--- src/rtl/bcd2binary_reverse_dabble.sv ---
// Packed BCD to binary converter using reverse double dabble: one shift/correct
// iteration per clock with a valid/ready handshake on both sides.
module bcd2binary_reverse_dabble #(
    parameter int DIGITS = 3,
    parameter int BIN_W  = 10
) (
    input  logic                  clk,
    input  logic                  rst_n,
    input  logic                  in_valid,
    output logic                  in_ready,
    input  logic [4*DIGITS-1:0]   in_bcd,
    output logic                  out_valid,
    input  logic                  out_ready,
    output logic [BIN_W-1:0]      out_bin,
    output logic                  out_err,
    output logic                  busy
);

    localparam int BCD_W = 4 * DIGITS;
    localparam int SCR_W = BCD_W + BIN_W;
    localparam int CNT_W = $clog2(BIN_W + 1);
    localparam logic [CNT_W-1:0] LAST_ITER = CNT_W'(BIN_W - 1);

    typedef enum logic [1:0] {
        IDLE  = 2'd0,
        SHIFT = 2'd1,
        DONE  = 2'd2
    } state_t;

    state_t             state_q, state_d;
    logic [SCR_W-1:0]   scratch_q, scratch_d;
    logic [CNT_W-1:0]   cnt_q, cnt_d;
    logic               err_q, err_d;

    logic [SCR_W-1:0]   shifted;
    logic [SCR_W-1:0]   dabbled;
    logic [DIGITS-1:0]  nib_bad;

    assign shifted               = scratch_q >> 1;
    assign dabbled[BIN_W-1:0]    = shifted[BIN_W-1:0];

    // A nibble that became >= 8 after the shift held an odd tens carry; undo the +3 bias.
    for (genvar gi = 0; gi < DIGITS; gi++) begin : g_digit
        logic [3:0] nib;
        assign nib                          = shifted[BIN_W + 4*gi +: 4];
        assign dabbled[BIN_W + 4*gi +: 4]   = nib[3] ? (nib - 4'd3) : nib;
        assign nib_bad[gi]                  = (in_bcd[4*gi +: 4] > 4'd9);
    end

    always_ff @(posedge clk or negedge rst_n) begin
        if (!rst_n) begin
            state_q   <= IDLE;
            scratch_q <= '0;
            cnt_q     <= '0;
            err_q     <= 1'b0;
        end else begin
            state_q   <= state_d;
            scratch_q <= scratch_d;
            cnt_q     <= cnt_d;
            err_q     <= err_d;
        end
    end

    always_comb begin
        state_d   = state_q;
        scratch_d = scratch_q;
        cnt_d     = cnt_q;
        err_d     = err_q;
        in_ready  = 1'b0;
        out_valid = 1'b0;
        busy      = 1'b0;
        case (state_q)
            IDLE: begin
                in_ready = 1'b1;
                if (in_valid) begin
                    scratch_d = {in_bcd, {BIN_W{1'b0}}};
                    cnt_d     = '0;
                    err_d     = |nib_bad;
                    state_d   = (|nib_bad) ? DONE : SHIFT;
                end
            end
            SHIFT: begin
                busy      = 1'b1;
                scratch_d = dabbled;
                cnt_d     = cnt_q + CNT_W'(1);
                if (cnt_q == LAST_ITER) begin
                    state_d = DONE;
                end
            end
            DONE: begin
                out_valid = 1'b1;
                if (out_ready) begin
                    state_d = IDLE;
                end
            end
            default: state_d = IDLE;
        endcase
    end

    // Result fields read as zero outside DONE so reset and idle values are clean.
    assign out_bin = out_valid ? scratch_q[BIN_W-1:0] : '0;
    assign out_err = out_valid & err_q;

endmodule

--- config.mk ---
export PLATFORM = sky130hd
export DESIGN_NAME = bcd2binary_reverse_dabble
export DESIGN_NICKNAME = d
export VERILOG_FILES = /design/src/rtl/bcd2binary_reverse_dabble.sv
export SDC_FILE = /design/constraint.sdc
export NUM_CORES = 1
export LEC_CHECK = 0
export ABC_CLOCK_PERIOD_IN_PS = 2160
export CELL_PAD_IN_SITES_DETAIL_PLACEMENT = 0
export CELL_PAD_IN_SITES_GLOBAL_PLACEMENT = 1
export CORE_MARGIN = 2
export CORE_UTILIZATION = 42
export CTS_BUF_LIST = sky130_fd_sc_hd__clkbuf_4 sky130_fd_sc_hd__clkbuf_8 sky130_fd_sc_hd__clkbuf_16
export DETAILED_ROUTE_END_ITERATION = 8
export PLACE_DENSITY_LB_ADDON = 0.1
export SLEW_MARGIN = 0
export SYNTH_ARGS = -nofsm -noshare
export SYNTH_HDL_FRONTEND = slang
export SYNTH_SLANG_ARGS = --single-unit
--- constraint.sdc ---
create_clock -name clk -period 2.16 [get_ports clk]
set_input_delay 0.324 -clock clk [delete_from_list [all_inputs] [get_ports clk]]
set_output_delay 0.324 -clock clk [all_outputs]
set_load 0.05 [all_outputs]
## After elaboration in Yosys (flattened, before gate mapping)

Index checks and enable logic that the tools add are counted.

| cells by class | value |
|---|---|
| magnitude comparators | 3 |
| equal/unequal tests | 6 |
| mux-type cells | 15 |
| bitwise logic cells | 1 |
| $mul | 0 |
| divide/modulo/power cells | 0 |
| $add $sub $neg | 3 |
| reductions and logical operators | 6 |
| shifts and indexed selects | 0 |

Operators with widths:

| cell | count |
|---|---|
| 22-bit case mux with 2 select lines | 1 |
| 22-bit two-way mux | 1 |
| 4-bit greater-than comparator, second input constant | 3 |
| 4-bit two-way mux | 3 |
| 10-bit two-way mux | 1 |
| 2-bit two-way mux | 4 |
| 4-bit case mux with 2 select lines | 1 |
| 4-bit by 2-bit subtractor with 4-bit output, second input constant | 2 |
| 2-bit inequality test, second input constant | 3 |
| 2-bit case mux with 3 select lines | 1 |
| 4-bit by 1-bit adder with 4-bit output, second input constant | 1 |
| 4-bit == test, second input constant | 1 |
| 2-bit AND reduction | 2 |
| 1-bit two-way mux | 3 |
| 3-bit AND reduction | 1 |
| 3-bit OR reduction | 1 |
| 2-bit by 1-bit == test with 1-bit output, second input constant | 1 |
| 2-bit == test, second input constant | 1 |
| 2-bit logical NOT | 1 |
| 2-bit nonzero test | 1 |
| 1-bit bitwise AND | 1 |

| storage, ports and cells | value |
|---|---|
| input bits | 16 |
| bits in read-only memories | 0 |
| memories kept | 0 |
| output and inout port bits | 14 |
| latch bits | 0 |
| memory bits (writable) | 0 |
| logic and storage cells | 38 |
| register bits after elaboration | 29 |

## Logic depth before layout (Yosys ltp)

| depth | value |
|---|---|
| depth in word-level cells | 5 |
| depth in mapped cells | 6 |
| depth with buffers taken out | 5 |

## Worst setup path after synthesis

OpenSTA, ideal clock, no wires.

| path | value |
|---|---|
| kind | reg2out |
| start point | register state_q[1] |
| end point | output out_bin[0] |
| path buffers | 2 |
| slack | 0.374 ns |
| required time | 1.836 ns |
| arrival | 1.462 ns |
| cell stages (with the launch flop) | 6 |
| cells stage by stage | dfrtp_1 buf_2 inv_2 nor2_1 buf_2 and2_1 |

| on the way | value |
|---|---|
| longest elaborated chain between the ends | 3 |

RTL lines:

| item | RTL line | text |
|---|---|---|
| start: declaration | 30 | `state_t state_q, state_d;` |
| start signal: assignment | 57 | `state_q <= state_d;` |
| 2-bit == test | 72 | `case (state_q)` |
| 1-bit two-way mux | 72 |  |
| named net out_valid | 12 | `output logic out_valid,` |
| 10-bit two-way mux | 101 | `assign out_bin = out_valid ? scratch_q[BIN_W-1:0] : '0;` |
| end: declaration | 14 | `output logic [BIN_W-1:0] out_bin,` |

The timed path passes the listed nets, and every way through them passes these cells.

## Final worst setup path

| path | value |
|---|---|
| start point | register state_q[1] |
| end point | output out_bin[8] |

| on the way | value |
|---|---|
| longest elaborated chain between the ends | 3 |

RTL lines:

| item | RTL line |
|---|---|
| 2-bit == test | 72 |
| 1-bit two-way mux | 72 |
| 10-bit two-way mux | 101 |

Every way passes these cells.

==> flow_summary.json <==
{
  "ctsHoldBuffers": 0,
  "grt_max_degree": 30,
  "max_cap_viol_count": 0,
  "first_pass_iters": 5,
  "synth_edf_count": 0,
  "vias": 1184,
  "clk_pin_slew_ns": 0.09,
  "p_total_uw": 2270,
  "cts_inserted_buffers": 5,
  "grt.total_usage": 0.184,
  "grt_pass1_wl_mm": 5.71,
  "port-buffer-count": 29,
  "final_antenna_net_count": 0,
  "gp_congestion": 0.811,
  "cts_resized": 0,
  "timing.hold.ws_ns": 0.376,
  "synth_top_cell_area_share": 0.491,
  "synth_top_cells_by_count": "dfrtp_1 (29), nand2_1 (15), o21ai_0 (15)",
  "ys_seq_area_frac": 0.491,
  "routed_via_density": 5.26,
  "hold_violations": 0,
  "finalClockSkew_ns": 0.00857,
  "overflow": 0,
  "r2r_setup_slack_ns": 0.65,
  "diodes": 0,
  "clockBufferDepth": 2,
  "yosysTopAreaCell": "dfrtp_1",
  "final_util": 0.594,
  "setup_viol": 0,
  "nNetsFinal": 198,
  "status": "finished, final reports clean",
  "boundaryPins": 30,
  "worstPathArrival_ns": 1.62,
  "route.detailed.drc": 0,
  "drv_slew": 0,
  "hp-class": "input port to async pin",
  "ys_types": 31,
  "powerDensity_mw_per_mm2": 1140,
  "h-tree-depth": 2,
  "worstPathRequired_ns": 1.84,
  "wirelength_mm": 3.17,
  "synth_warnings": 0,
  "start_kind": "flip-flop",
  "reg2reg_depth": 5,
  "synth_flop_cell": "dfrtp_1",
  "regToRegStartpoint": "state_q[0]",
  "grt_setup_unrepaired": "no",
  "dpl.hpwl_mm": 2.25,
  "async_flop_share": 1.00,
  "fmax_mhz": 514,
  "irDropWorstVdd_uv": 560,
  "power.leakage_uw": 0.000888,
  "layout-drive-gt1-share": 0.196,
  "slew_headroom": 0.658,
  "min_period_over_period": 0.900,
  "syn_avg_cell_area_um2": 10.2,
  "initial_core_util": 0.440,
  "critPathKind": "flip-flop to output pin",
  "cts_root_buffer": "clkbuf_4",
  "crit_fanout": 12,
  "min_period_ns": 1.94,
  "post_drt_wl_per_cell_um": 14.1,
  "grt_pass1_vias": 1190,
  "crit_path_end_kind": "output pin",
  "syn-num-nets": 165,
  "num_rows": 21,
  "first_iter_violations": 59,
  "synthMostInstantiatedCell": "dfrtp_1",
  "cts_tree": "yes",
  "chipWidth_um": 63.3,
  "rr_endpoint": "scratch_q[17]",
  "fp.dieH_um": 63.3,
  "clock_sink_count": 29,
  "synth_area_mm2": 0.00148,
  "clock_latency_ns": 0.33,
  "grt_antenna_before_repair": 0,
  "dieArea_mm2": 0.00401,
  "cts_setup_buffers": 0,
  "ys_seq_elements": 29,
  "coreArea_mm2": 0.00336,
  "synth_area_leaders": "dfrtp_1 (49%), a22o_1 (6.5%), o21ai_0 (5.1%)",
  "tightestPinTransition_ns": 0.512,
  "synthToLayoutAreaGrowth_pct": 35.1,
  "syn_inst": 145,
  "fin_setup_tns_ns": 0
}
## layout by cell type (no fill, tap or decap), types with 4 or more instances in the layout
| master | count |
|---|---|
| a22o_1 | 11 |
| nand2b_1 | 7 |
| nand2_1 | 15 |
| o21ai_1 | 4 |
| buf_4 | 6 |
| clkdlybuf4s50_1 | 15 |
| clkbuf_4 | 6 |
| mux2_2 | 4 |
| ha_1 | 4 |
| and2_1 | 11 |
| o22ai_1 | 4 |
| buf_12 | 13 |
| dfrtp_1 | 29 |
| nor2_1 | 4 |
| o21ai_0 | 15 |
## through the flow
step	setup WS (ns)	cells	area, µm²
after detailed placement	0.441	217	1940
final	0.216	225	2000
after global placement	0.512	217	1940
after floorplan	0.374	145	1480
after CTS	0.175	225	2000
after global routing	0.0171	225	2000
## layout make-up
class | count | area (µm²)
fill | 311 | 1370
multi-input combinational | 104 | 687
timing repair buffer | 34 | 455
sequential | 29 | 726
clock inverter | 2 | 10.0
clock buffer | 6 | 45.0
inverter | 4 | 17.5
tap | 46 | 57.6
## worst max-delay path: stages (launching register included)
cell	delay [ns]
dfrtp_1	0.55
inv_2	0.10
nor2_1	0.11
buf_4	0.19
and2_1	0.19
buf_12	0.15
## worst max path at each step
| stage | to | slack [ns] | startpoint | cells past startpoint |
|---|---|---|---|---|
| 2_1_floorplan | out_bin[0] | 0.37 | state_q[1] | 5 |
| 3_3_place_gp | err_q | 0.51 | in_valid | 4 |
| 3_5_place_dp | scratch_q[13] | 0.44 | in_valid | 5 |
| 4_1_cts | out_bin[8] | 0.17 | state_q[1] | 5 |
| 5_1_grt | out_bin[1] | 0.02 | state_q[1] | 5 |
| 6_report | out_bin[8] | 0.22 | state_q[1] | 5 |
## kinds of logic after synthesis
group                    Yosys count  synth area share
adder cells (fa/ha/maj)            4            0.0338
flip-flops                        29             0.491
multiplexers                       7            0.0508
AO/OA/AOI/OAI                     46             0.205
AND/OR/NAND/NOR                   42             0.146
XOR/XNOR                           5            0.0296
buffers and inverters             12            0.0448
## flip-flops by register name (all words and copies together) (netlist names)
register	count
cnt_q	4
err_q	1
scratch_q	22
state_q	2
## power breakdown
group / switching [µW] / leakage, µW / internal [µW]
Clock: 187 / 0.0000354 / 136
Combinational: 551 / 0.000476 / 482
Sequential: 205 / 0.000377 / 711
## layer usage
layer / track usage / routed length (µm) / vias to the layer above
met5: 0 / 0 / -
met4: 0.0652 / 29 / 0
met3: 0.0625 / 211 / 4
met2: 0.296 / 1570 / 34
met1: 0.231 / 1360 / 567
li1: - / - / 579
No activity file was read; power rests on OpenSTA's default activity.
